### src/rtl/wlo_quant_mult_pkg.sv
// -----------------------------------------------------------------------------
// wlo_pkg
// Shared types and constants for the word-length-optimisation multiplier.
//   round_mode_e : product/operand rounding mode (truncate or round-half-up)
//   wlo_cfg_t    : active quantisation configuration
//   default_cfg  : full-precision configuration applied at reset
//   clamp_u8     : clamps an 8-bit config field into [lo, hi]
// -----------------------------------------------------------------------------
package wlo_pkg;

  localparam int DEF_IN_W    = 14;
  localparam int DEF_IN_FRAC = 12;
  localparam int DEF_CNT_W   = 16;

  typedef enum logic {
    TRUNC       = 1'b0,
    RND_HALF_UP = 1'b1
  } round_mode_e;

  typedef struct packed {
    logic [7:0]  frac_a;
    logic [7:0]  frac_b;
    logic [7:0]  frac_c;
    logic [7:0]  int_c;
    round_mode_e round;
    logic        sat;
  } wlo_cfg_t;

  // Full precision: nothing is dropped, product keeps every integer bit.
  function automatic wlo_cfg_t default_cfg(input int in_frac, input int out_w,
                                           input int out_frac);
    wlo_cfg_t cfg;
    cfg.frac_a = 8'(in_frac);
    cfg.frac_b = 8'(in_frac);
    cfg.frac_c = 8'(out_frac);
    cfg.int_c  = 8'(out_w - out_frac);
    cfg.round  = TRUNC;
    cfg.sat    = 1'b0;
    return cfg;
  endfunction

  function automatic logic [7:0] clamp_u8(input logic [7:0] v, input logic [7:0] lo,
                                          input logic [7:0] hi);
    if (v < lo) return lo;
    if (v > hi) return hi;
    return v;
  endfunction

endpackage

### src/rtl/wlo_quant_mult_if.sv
// -----------------------------------------------------------------------------
// wlo_quant_mult_if
// Bundles the config, operand, product and statistics signals of one
// wlo_quant_mult instance.
//   config  : cfg_valid/cfg_ready + cfg_frac_a/b/c, cfg_int_c, cfg_round, cfg_sat
//   operand : in_valid/in_ready + a, b
//   product : out_valid/out_ready + c, c_ovf
//   stats   : ovf_cnt, cnt_clr
//
// Handshake rule for all three channels: a transfer happens on a rising clock
// edge where valid and ready are both high. Once raised, valid and its payload
// stay stable until that edge. ready may depend combinationally on valid
// (cfg_ready looks at in_valid), but valid never depends on ready.
// -----------------------------------------------------------------------------
interface wlo_quant_mult_if #(
  parameter int IN_W  = 14,
  parameter int OUT_W = 2 * IN_W + 1,
  parameter int CNT_W = 16
);
  logic              cfg_valid;
  logic              cfg_ready;
  logic [7:0]        cfg_frac_a;
  logic [7:0]        cfg_frac_b;
  logic [7:0]        cfg_frac_c;
  logic [7:0]        cfg_int_c;
  logic              cfg_round;
  logic              cfg_sat;
  logic              in_valid;
  logic              in_ready;
  logic [IN_W-1:0]   a;
  logic [IN_W-1:0]   b;
  logic              out_valid;
  logic              out_ready;
  logic [OUT_W-1:0]  c;
  logic              c_ovf;
  logic [CNT_W-1:0]  ovf_cnt;
  logic              cnt_clr;

  modport master (
    output cfg_valid, cfg_frac_a, cfg_frac_b, cfg_frac_c, cfg_int_c, cfg_round, cfg_sat,
    output in_valid, a, b, out_ready, cnt_clr,
    input  cfg_ready, in_ready, out_valid, c, c_ovf, ovf_cnt
  );

  modport slave (
    input  cfg_valid, cfg_frac_a, cfg_frac_b, cfg_frac_c, cfg_int_c, cfg_round, cfg_sat,
    input  in_valid, a, b, out_ready, cnt_clr,
    output cfg_ready, in_ready, out_valid, c, c_ovf, ovf_cnt
  );
endinterface

### src/rtl/wlo_quant_mult_quantiser.sv
// -----------------------------------------------------------------------------
// wlo_quantiser
// Combinational fixed-point quantiser. Drops FRAC-frac low bits (truncate or
// round-half-up), then range-checks against a signed width of
// int_bits+FRAC and either saturates to the grid or wraps.
//   data_in  : signed input, FRAC fraction bits
//   frac     : fraction bits kept (must be <= FRAC)
//   int_bits : integer bits incl. sign of the checked range
//   round    : 1 = round-half-up, 0 = truncate
//   sat      : 1 = saturate on overflow, 0 = wrap
//   data_out : quantised value, same format as data_in
//   ovf      : the rounded value did not fit the checked range
// -----------------------------------------------------------------------------
module wlo_quantiser #(
  parameter int W    = 14,
  parameter int FRAC = 12
) (
  input  logic signed [W-1:0] data_in,
  input  logic [7:0]          frac,
  input  logic [7:0]          int_bits,
  input  logic                round,
  input  logic                sat,
  output logic signed [W-1:0] data_out,
  output logic                ovf
);

  // Two guard bits: one absorbs the rounding carry, one keeps the range
  // limits representable as signed values.
  localparam int EW = W + 2;
  localparam logic [7:0] FRAC_B = 8'(FRAC);
  localparam logic [7:0] EW_B   = 8'(EW);

  logic [7:0]           d;
  logic [7:0]           n;
  logic [7:0]           sh;
  logic signed [EW-1:0] ext;
  logic signed [EW-1:0] bias;
  logic signed [EW-1:0] mask;
  logic signed [EW-1:0] q;
  logic signed [EW-1:0] hi;
  logic signed [EW-1:0] lo;
  logic signed [EW-1:0] grid_max;
  logic signed [EW-1:0] wrapped;
  logic signed [EW-1:0] res;

  always_comb begin
    d    = FRAC_B - frac;
    n    = int_bits + FRAC_B;
    sh   = EW_B - n;
    ext  = EW'(data_in);
    bias = '0;
    if (round && (d != 8'd0)) bias = EW'(1) <<< (d - 8'd1);
    mask = {EW{1'b1}} << d;
    q    = (ext + bias) & mask;

    hi       = (EW'(1) <<< (n - 8'd1)) - EW'(1);
    lo       = -(EW'(1) <<< (n - 8'd1));
    grid_max = hi & mask;
    // Keep the low n bits and sign-extend from bit n-1.
    wrapped  = (q <<< sh) >>> sh;

    ovf = (q > hi) || (q < lo);
    res = q;
    if (ovf) res = sat ? ((q > hi) ? grid_max : lo) : wrapped;
    data_out = res[W-1:0];
  end

endmodule

### src/rtl/wlo_quant_mult.sv
// -----------------------------------------------------------------------------
// wlo_quant_mult
// Three-stage pipelined signed multiplier with runtime quantisation:
//   S1 quantise a and b, S2 full-precision multiply, S3 quantise product.
// Ports:
//   clk, rstn : clock, asynchronous active-low reset
//   bus       : wlo_quant_mult_if slave (config, operands, product, stats)
// Config is only taken while the pipeline is empty and no operand is
// offered, so every sample is processed under a single configuration.
// One global stall: all stages advance together whenever the output
// register is empty or being read.
// -----------------------------------------------------------------------------
module wlo_quant_mult
  import wlo_pkg::*;
#(
  parameter int IN_W     = DEF_IN_W,
  parameter int IN_FRAC  = DEF_IN_FRAC,
  parameter int OUT_W    = 2 * IN_W + 1,
  parameter int OUT_FRAC = 2 * IN_FRAC,
  parameter int CNT_W    = DEF_CNT_W
) (
  input logic             clk,
  input logic             rstn,
  wlo_quant_mult_if.slave bus
);

  localparam logic [7:0] IN_FRAC_B   = 8'(IN_FRAC);
  localparam logic [7:0] OUT_FRAC_B  = 8'(OUT_FRAC);
  localparam logic [7:0] INT_C_MAX_B = 8'(OUT_W - OUT_FRAC);
  localparam logic [7:0] OP_INT_B    = 8'(IN_W - IN_FRAC);
  localparam wlo_cfg_t   CFG_RST     = default_cfg(IN_FRAC, OUT_W, OUT_FRAC);

  wlo_cfg_t                cfg_q;
  logic                    advance;
  logic                    cfg_load;
  logic                    accept;
  logic                    fire;
  logic                    cfg_round_up;

  logic                    v1, v2, v3;
  logic signed [IN_W-1:0]  qa, qb, a1, b1;
  logic                    ovf_a, ovf_b, ovf_c;
  logic                    ovf1, ovf2;
  logic signed [OUT_W-1:0] p2, qc, c_q;
  logic                    c_ovf_q;
  logic [CNT_W-1:0]        cnt_q;

  assign advance      = !v3 || bus.out_ready;
  assign bus.cfg_ready = !v1 && !v2 && !v3 && !bus.in_valid;
  assign cfg_load     = bus.cfg_valid && bus.cfg_ready;
  assign bus.in_ready = advance && !cfg_load;
  assign accept       = bus.in_valid && bus.in_ready;
  assign fire         = v3 && bus.out_ready && c_ovf_q;
  assign cfg_round_up = (cfg_q.round == RND_HALF_UP);

  assign bus.out_valid = v3;
  assign bus.c         = c_q;
  assign bus.c_ovf     = c_ovf_q;
  assign bus.ovf_cnt   = cnt_q;

  // Active configuration; out-of-range fields are clamped as they load.
  always_ff @(posedge clk or negedge rstn) begin
    if (!rstn) begin
      cfg_q <= CFG_RST;
    end else if (cfg_load) begin
      cfg_q.frac_a <= clamp_u8(bus.cfg_frac_a, 8'd0, IN_FRAC_B);
      cfg_q.frac_b <= clamp_u8(bus.cfg_frac_b, 8'd0, IN_FRAC_B);
      cfg_q.frac_c <= clamp_u8(bus.cfg_frac_c, 8'd0, OUT_FRAC_B);
      cfg_q.int_c  <= clamp_u8(bus.cfg_int_c, 8'd1, INT_C_MAX_B);
      cfg_q.round  <= round_mode_e'(bus.cfg_round);
      cfg_q.sat    <= bus.cfg_sat;
    end
  end

  wlo_quantiser #(.W(IN_W), .FRAC(IN_FRAC)) u_quant_a (
    .data_in  (bus.a),
    .frac     (cfg_q.frac_a),
    .int_bits (OP_INT_B),
    .round    (cfg_round_up),
    .sat      (cfg_q.sat),
    .data_out (qa),
    .ovf      (ovf_a)
  );

  wlo_quantiser #(.W(IN_W), .FRAC(IN_FRAC)) u_quant_b (
    .data_in  (bus.b),
    .frac     (cfg_q.frac_b),
    .int_bits (OP_INT_B),
    .round    (cfg_round_up),
    .sat      (cfg_q.sat),
    .data_out (qb),
    .ovf      (ovf_b)
  );

  wlo_quantiser #(.W(OUT_W), .FRAC(OUT_FRAC)) u_quant_c (
    .data_in  (p2),
    .frac     (cfg_q.frac_c),
    .int_bits (cfg_q.int_c),
    .round    (cfg_round_up),
    .sat      (cfg_q.sat),
    .data_out (qc),
    .ovf      (ovf_c)
  );

  // Data registers only load behind a valid sample; bubbles leave them alone.
  always_ff @(posedge clk or negedge rstn) begin
    if (!rstn) begin
      v1      <= 1'b0;
      v2      <= 1'b0;
      v3      <= 1'b0;
      a1      <= '0;
      b1      <= '0;
      ovf1    <= 1'b0;
      p2      <= '0;
      ovf2    <= 1'b0;
      c_q     <= '0;
      c_ovf_q <= 1'b0;
    end else if (advance) begin
      v1 <= accept;
      v2 <= v1;
      v3 <= v2;
      if (accept) begin
        a1   <= qa;
        b1   <= qb;
        ovf1 <= ovf_a || ovf_b;
      end
      if (v1) begin
        p2   <= OUT_W'(a1) * OUT_W'(b1);
        ovf2 <= ovf1;
      end
      if (v2) begin
        c_q     <= qc;
        c_ovf_q <= ovf2 || ovf_c;
      end
    end
  end

  // Saturating overflow statistics; clear beats a same-cycle increment.
  always_ff @(posedge clk or negedge rstn) begin
    if (!rstn) begin
      cnt_q <= '0;
    end else if (bus.cnt_clr) begin
      cnt_q <= '0;
    end else if (fire && (cnt_q != {CNT_W{1'b1}})) begin
      cnt_q <= cnt_q + 1'b1;
    end
  end

endmodule

### src/flat_wrapper.sv
// flat-port wrapper written by rule: the top's interface ports become plain ports
module wlo_quant_mult_flat import wlo_pkg::*;
#(
  parameter int IN_W     = DEF_IN_W,
  parameter int IN_FRAC  = DEF_IN_FRAC,
  parameter int OUT_W    = 2 * IN_W + 1,
  parameter int OUT_FRAC = 2 * IN_FRAC,
  parameter int CNT_W    = DEF_CNT_W
)
  (clk, rstn, bus_cfg_valid, bus_cfg_frac_a, bus_cfg_frac_b, bus_cfg_frac_c, bus_cfg_int_c, bus_cfg_round, bus_cfg_sat, bus_in_valid, bus_a, bus_b, bus_out_ready, bus_cnt_clr, bus_cfg_ready, bus_in_ready, bus_out_valid, bus_c, bus_c_ovf, bus_ovf_cnt);
  wlo_quant_mult_if #(.IN_W(IN_W), .OUT_W(OUT_W), .CNT_W(CNT_W)) bus_i ();
  input logic clk;
  input logic rstn;
  input wire logic [$bits(bus_i.cfg_valid)-1:0] bus_cfg_valid;
  input wire logic [$bits(bus_i.cfg_frac_a)-1:0] bus_cfg_frac_a;
  input wire logic [$bits(bus_i.cfg_frac_b)-1:0] bus_cfg_frac_b;
  input wire logic [$bits(bus_i.cfg_frac_c)-1:0] bus_cfg_frac_c;
  input wire logic [$bits(bus_i.cfg_int_c)-1:0] bus_cfg_int_c;
  input wire logic [$bits(bus_i.cfg_round)-1:0] bus_cfg_round;
  input wire logic [$bits(bus_i.cfg_sat)-1:0] bus_cfg_sat;
  input wire logic [$bits(bus_i.in_valid)-1:0] bus_in_valid;
  input wire logic [$bits(bus_i.a)-1:0] bus_a;
  input wire logic [$bits(bus_i.b)-1:0] bus_b;
  input wire logic [$bits(bus_i.out_ready)-1:0] bus_out_ready;
  input wire logic [$bits(bus_i.cnt_clr)-1:0] bus_cnt_clr;
  output wire logic [$bits(bus_i.cfg_ready)-1:0] bus_cfg_ready;
  output wire logic [$bits(bus_i.in_ready)-1:0] bus_in_ready;
  output wire logic [$bits(bus_i.out_valid)-1:0] bus_out_valid;
  output wire logic [$bits(bus_i.c)-1:0] bus_c;
  output wire logic [$bits(bus_i.c_ovf)-1:0] bus_c_ovf;
  output wire logic [$bits(bus_i.ovf_cnt)-1:0] bus_ovf_cnt;
  assign bus_i.cfg_valid = bus_cfg_valid;
  assign bus_i.cfg_frac_a = bus_cfg_frac_a;
  assign bus_i.cfg_frac_b = bus_cfg_frac_b;
  assign bus_i.cfg_frac_c = bus_cfg_frac_c;
  assign bus_i.cfg_int_c = bus_cfg_int_c;
  assign bus_i.cfg_round = bus_cfg_round;
  assign bus_i.cfg_sat = bus_cfg_sat;
  assign bus_i.in_valid = bus_in_valid;
  assign bus_i.a = bus_a;
  assign bus_i.b = bus_b;
  assign bus_i.out_ready = bus_out_ready;
  assign bus_i.cnt_clr = bus_cnt_clr;
  assign bus_cfg_ready = bus_i.cfg_ready;
  assign bus_in_ready = bus_i.in_ready;
  assign bus_out_valid = bus_i.out_valid;
  assign bus_c = bus_i.c;
  assign bus_c_ovf = bus_i.c_ovf;
  assign bus_ovf_cnt = bus_i.ovf_cnt;
  wlo_quant_mult #(.IN_W(IN_W), .IN_FRAC(IN_FRAC), .OUT_W(OUT_W), .OUT_FRAC(OUT_FRAC), .CNT_W(CNT_W)) u_core (.clk(clk), .rstn(rstn), .bus(bus_i));
endmodule
### config.mk
export PLATFORM = sky130hd
export DESIGN_NAME = wlo_quant_mult_flat
export DESIGN_NICKNAME = d
export VERILOG_FILES = /design/src/rtl/wlo_quant_mult_pkg.sv /design/src/rtl/wlo_quant_mult_if.sv /design/src/rtl/wlo_quant_mult_quantiser.sv /design/src/rtl/wlo_quant_mult.sv /design/src/flat_wrapper.sv
export SDC_FILE = /design/constraint.sdc
export NUM_CORES = 1
export LEC_CHECK = 0
export BUFFER_PORTS_ARGS = -buffer_cell sky130_fd_sc_hd__buf_2
export CAP_MARGIN = 20
export CORE_ASPECT_RATIO = 0.8
export CORE_MARGIN = 2
export CORE_UTILIZATION = 30
export CTS_BUF_LIST = sky130_fd_sc_hd__clkbuf_16
export CTS_CLUSTER_SIZE = 30
export DETAILED_ROUTE_END_ITERATION = 8
export GPL_ROUTABILITY_DRIVEN = 0
export HOLD_SLACK_MARGIN = 0.15
export PLACE_DENSITY = 0.49
export SYNTH_ARGS = -nofsm -noshare
export SYNTH_HDL_FRONTEND = slang
export SYNTH_SLANG_ARGS = --single-unit
### constraint.sdc
create_clock -name clk -period 8.4 [get_ports clk]
set_clock_uncertainty 0.2 [all_clocks]
set_input_delay 0 -clock clk [delete_from_list [all_inputs] [get_ports clk]]
set_output_delay 0 -clock clk [all_outputs]
set_load 0.05 [all_outputs]
# Word level (Yosys, flattened, before mapping)
# Cells that the tools add are included.
[op_classes] addsub=15 n_mul=1 magnitude_cmp=14 eq_ne=1 n_shift=9 muxes=50 bitwise=4 reduce_logical=30
[op_table] operator="$mux 8" count=16
[op_table] operator="$mux 29" count=3
[op_table] operator="$mux 14" count=6
[op_table] operator="$mux 16" count=4
[op_table] operator="$sshl 2x8->31 const A" count=2
[op_table] operator="$add 14x16->16" count=2
[op_table] operator="$and 16x16->16" count=2
[op_table] operator="$gt 16x14->1 const B" count=2
[op_table] operator="$lt 16x14->1 const B" count=2
[op_table] operator="$lt 8x1->1 const B" count=4
[op_table] operator="$shl 16x8->16 const A" count=2
[op_table] operator="$sshl 2x8->16 const A" count=2
[op_table] operator="$sub 8x1->8 const B" count=4
[op_table] operator="$add 28x31->31" count=1
[op_table] operator="$and 31x31->31" count=1
[op_table] operator="$gt 31x31->1" count=1
[op_table] operator="$lt 31x31->1" count=1
[op_table] operator="$mux 31" count=1
[op_table] operator="$neg 31->31" count=1
[op_table] operator="$shl 31x8->31 const A" count=1
[op_table] operator="$sshl 31x8->31" count=1
[op_table] operator="$sshr 31x8->29" count=1
[op_table] operator="$sub 31x2->31 const B" count=1
[op_table] operator="$and 29x29->29" count=1
[op_table] operator="other kinds (16)" count=62
[word_totals] register_bits=141 input_bits=68 out_inout_bits=49 wordCells=141

# Longest topological paths before layout
[logic_depth] ltp_word=10 mapped_depth=42 depth_no_buf=38

# Hierarchy
# A second synthesis with hierarchy kept.
[hier_totals] hier_cells=4821 area_unflattened_um2=35614.2
[by_module_without_submodules] module="wlo_quant_mult" n_inst=1 cells_each=1309 area_each_um2=13143.9 seq_area_each_um2=3538.4
[by_module_without_submodules] module="wlo_quantiser at u_core.u_quant_c" n_inst=1 cells_each=1842 area_each_um2=11462.2 seq_area_each_um2=0.0
[by_module_without_submodules] module="wlo_quantiser at u_core.u_quant_a ..." n_inst=2 cells_each=835 area_each_um2=5504.0 seq_area_each_um2=0.0

# Least setup slack after synthesis
# No wires, ideal clock.
[synth_path] path_type="reg-to-reg" from="register u_core.cfg_q[10] (netlist name)" to="register u_core.c_q[18], in the netlist u_core.bus.c[18]" setup_time_ns=0.067 t_arrival_ns=8.160 required_ns=8.133 slack_ns=-0.027 stages_incl_launch_ff=40 n_path_buf=5 period_less_slack_ns=8.427 path_cell_list="dfrtp_1 > buf_6 > inv_1 > ha_1 > nor2b_2 > or3_1 > buf_2 > a21oi_2 > mux2i_1 > nor3_1 > nand2b_1 > nor4_1 > nand3b_1 > nor2_1 > ha_1 > inv_1 > fa_1 > nand2b_1 > [4 not listed] > a311oi_2 > xor2_1 > nor2_1 > ha_1 > nand4_1 > nor2_1 > nand3_1 > or3_1 > a21o_1 > a41o_1 > nor2_1 > clkbuf_1 > buf_1 > buf_1 > a21oi_1 > o211ai_1 > o21ai_0 > nand2_1"
[synth_between] elab_chain_cells=10 word_cells_on_any_way=18 classes_between="add/sub (3); order compare (2); shift (4); mux (4); bitwise (2); reduce/logical (3)"
[synth_lines] element="from (decl)" line="wlo_quant_mult.sv:33" rtl="wlo_cfg_t cfg_q;"
[synth_lines] element="$sub 5x8->8 *" line="wlo_quant_mult_quantiser.sv:47" rtl="d = FRAC_B - frac;"
[synth_lines] element="$sub 8x1->8 or $reduce_bool 8->1 (tied branches)" line="wlo_quant_mult_quantiser.sv:52" rtl="if (round && (d != 8'd0)) bias = EW'(1) <<< (d - 8'd1);"
[synth_lines] element="$sshl 2x8->31 or $logic_and 1x1->1 (tied branches)" line="wlo_quant_mult_quantiser.sv:52"
[synth_lines] element="$mux 31" line="wlo_quant_mult_quantiser.sv:52"
[synth_lines] element="$add 28x31->31" line="wlo_quant_mult_quantiser.sv:54" rtl="q = (ext + bias) & mask;"
[synth_lines] element="$and 31x31->31" line="wlo_quant_mult_quantiser.sv:54"
[synth_lines] element="$sshl 31x8->31 or $gt 31x31->1 (tied branches)" line="wlo_quant_mult_quantiser.sv:60, wlo_quant_mult_quantiser.sv:62, wlo_quant_mult_quantiser.sv:64"
[synth_lines] element="$sshr 31x8->29 or $mux 29 (tied branches)" line="wlo_quant_mult_quantiser.sv:60, wlo_quant_mult_quantiser.sv:64"
[synth_lines] element="$mux 29" line="wlo_quant_mult_quantiser.sv:64" rtl="if (ovf) res = sat ? ((q > hi) ? grid_max : lo) : wrapped;"
[synth_lines] element="$mux 29 *" line="wlo_quant_mult_quantiser.sv:64"
[synth_lines] element="to (signal assigned)" line="wlo_quant_mult.sv:132" rtl="c_q <= qc;"
[synth_lines] element="to (decl)" line="wlo_quant_mult.sv:44" rtl="logic signed [OUT_W-1:0] p2, qc, c_q;"
# Every way passes the cells marked *; elsewhere a longest branch is shown, timed or not.
# A chain may end at the register's enable or synchronous reset.

# Worst setup path after layout
[layout_path] from="register u_core.cfg_q[13] (netlist name)" to="register u_core.c_q[5], in the netlist u_core.bus.c[5]"
# Same word-level chain as after synthesis.

==> impl_metrics.tcl <==
set metrics [dict create \
    period_share_pct 97.7 \
    antenna_found_initial 4 \
    grt_usage_pct 24.0 \
    routedWlPerCell_um 23.1 \
    port_buffers 116 \
    syn-num-nets 3933 \
    slowest_stage "dfstp_2" \
    synth-edff-count 0 \
    async_flop_share_pct 100 \
    synth_top_area_share_pct 14.7 \
    gr-total-overflow 0 \
    wl_met1_um 52800 \
    cts.sinks 141 \
    crit_path_max_fanout 8 \
    first_pass_iters 6 \
    synth_flop_cell "dfrtp_1" \
    clk_pin_slew_ps 70 \
    hold_viol 0 \
    dpl.hpwl_um 90200 \
    synth_seq_cells 141 \
    num-nets-final 4154 \
    insertion_delay_ps 500 \
    maxCapViolations 0 \
    grt_pass1_vias 27100 \
    cpMostUsedCell "buf_4" \
    grt_max_degree 75 \
    ant_nets 0 \
    htree_levels 4 \
    required_ps 8580 \
    slew_headroom_pct 28.7 \
    grt_pass1_wl_um 171000 \
    slew_violations 0 \
    yosysTopAreaCell "fa_1" \
    clock_path_buffers 2 \
    ys_seq_area_share_pct 13.1 \
    yosysWarnings 0 \
    syn_inst 3461 \
    ys_types 130 \
    drc 0 \
    period_minus_slack_ps 8210 \
    routed_wl_um 113000 \
    routed_via_density 5.77 \
    synthesis.area_um2 27000 \
    fillCellCount 9572 \
    cts_buffers 17 \
    setup_viol 0 \
    dr_wl_met2_um 44800 \
    dr.max_layer_used "met4" \
    drive_gt1_share_pct 13.7 \
    cts_tree "yes" \
    dp_cells 4740 \
    instances_no_fill 4895 \
    via_count 28200 \
    syn_avg_cell_area_um2 7.81 \
    die-area_um2 92500 \
    cp-start-kind "flop" \
    clockRootBuffer "clkbuf_16" \
    slowest_delay_ps 590 \
    fmax_ghz 0.122 \
    n_antenna_cell 0 \
    drtIter0Drc 3762 \
    path_class "flop to flop" \
    arrival_ps 8390 \
    die_w_um 340 \
    end_kind "flop" \
    initial_core_util_pct 30.3 \
    synth_area_leaders "fa_1, dfrtp_1, ha_1" \
    rows 98 \
    die_y_um 272 \
    hold_path.class "primary input to flop" \
    worst_pin_slew_ps 1070 \
    fin_util_pct 35.5 \
    io_pins 117 \
    core_um2 89300 \
    status "complete, no violations" \
    dr_wl_met3_um 12100 \
    area_growth_pct 17.2 \
]
[Yosys cell counts, drive strengths merged (36+ instances only)]
master,count
a211oi,44
a21o,55
a21oi,215
a31oi,43
and2,133
and3,46
buf,42
clkbuf,142
dfrtp,133
fa,198
ha,206
inv,266
mux2i,41
nand2,414
nand2b,36
nand3,93
nand4,37
nor2,286
nor2b,38
nor3,90
o211ai,39
o21ai,211
xnor2,82
xor2,54
[worst paths after layout]
kind	start	endpoint	slack, ps	cells after the start
max	u_core.cfg_q[13]	u_core.bus.c[5]	190	32
min	bus_out_ready	u_core.v2	190	5
max reg2reg	u_core.cfg_q[13]	u_core.bus.c[5]	190	32
min reg2reg	u_core.ovf1	u_core.ovf1	270	2
max in group asynchronous	rstn	u_core.cfg_q[3]	6490	4
min in group asynchronous	rstn	u_core.cfg_q[21]	440	3
[layout by cell type, fill, tap and decap left out, types with 14 or more instances in the layout]
cell type / n
dfrtp_1: 131
o21bai_1: 21
nor2b_1: 36
o21ai_1: 15
ha_1: 202
o31ai_1: 24
a21oi_1: 200
nand3b_1: 15
o221ai_1: 19
o21ai_0: 191
nor2_1: 280
nand2b_1: 34
mux2i_1: 38
nor3_1: 84
inv_1: 260
or3_1: 24
o211ai_1: 37
nand4_1: 37
o22ai_1: 27
xor2_1: 53
a211o_1: 16
a31o_2: 14
buf_4: 150
a31oi_1: 41
o21a_1: 30
fa_1: 198
and2_1: 127
and3_1: 43
xnor2_1: 81
nand3_1: 90
buf_2: 115
mux2_2: 28
dlygate4sd3_1: 112
nand2_1: 409
clkbuf_16: 18
nor4_1: 19
a211oi_1: 41
a21o_1: 55
[registers in the layout, indices dropped and copies added, names as in the netlist, 14 cells and up]
signal / cells
u_core.p2: 28
u_core.bus.ovf_cnt: 16
u_core.bus.c: 29
u_core.cfg_q: 33
u_core.b1: 14
u_core.a1: 14
[layout make-up]
cell class	instances	area, µm²	share of cell area (%)
flip-flops and latches	141	3540	11.2
clock buffers	17	425	1.34
multi-input cells	2868	22000	69.5
repair buffers	385	2980	9.40
inverters	268	1010	3.19
clock inverters	15	199	0.628
well taps	1200	1500	4.74
repair inverters	1	5.00	0.0158
[logic make-up after synthesis]
kind of cell / synth area share, %
buffers and inverters: 6.51
multiplexers: 3.81
adder cells (fa/ha/maj): 24.2
XOR/XNOR: 4.55
flip-flops: 13.1
AND/OR/NAND/NOR: 23.5
AO/OA/AOI/OAI: 24.3
[critical path: cells and delay by family (launching register included)]
kind,cells,cell delay [ps]
xor gates and xnor gates,2,670
adders and majority gates,3,770
and+or+nand+nor,11,2530
AOI/OAI and AO/OA,12,2550
buffers and inverters,4,780
DFF,1,590
[metal layers]
layer | vias up | track usage (%)
met5 | - | 0
met4 | 0 | 6.74
met3 | 230 | 6.34
met2 | 1505 | 34.0
met1 | 13700 | 35.5
li1 | 12800 | -
[per-stage QoR]
step                instance area, µm²  setup slack (ps)  setup TNS (ps)  hold slack (ps)
floorplan                        27000               144               0             -496
detailed placement               29500             -49.3           -61.8             -116
global route                     31700             -41.5            -152              234
global placement                 29500               141               0             -115
CTS                              31300              2.65               0              162
finish                           31700               192               0              192
[repair_timing]
action | in CTS | in global routing
pin swaps | 0 | 14
gates cloned | 0 | 2
buffers inserted | 0 | 6
endpoints found under the setup margin | 8 | 30
hold buffers | 113 | 0
resized for setup | 3 | 62
endpoints found under the hold margin | 136 | 0
Power is not shown: default switching activity piles up to over one toggle a cycle in this logic, so the estimate is an artifact.
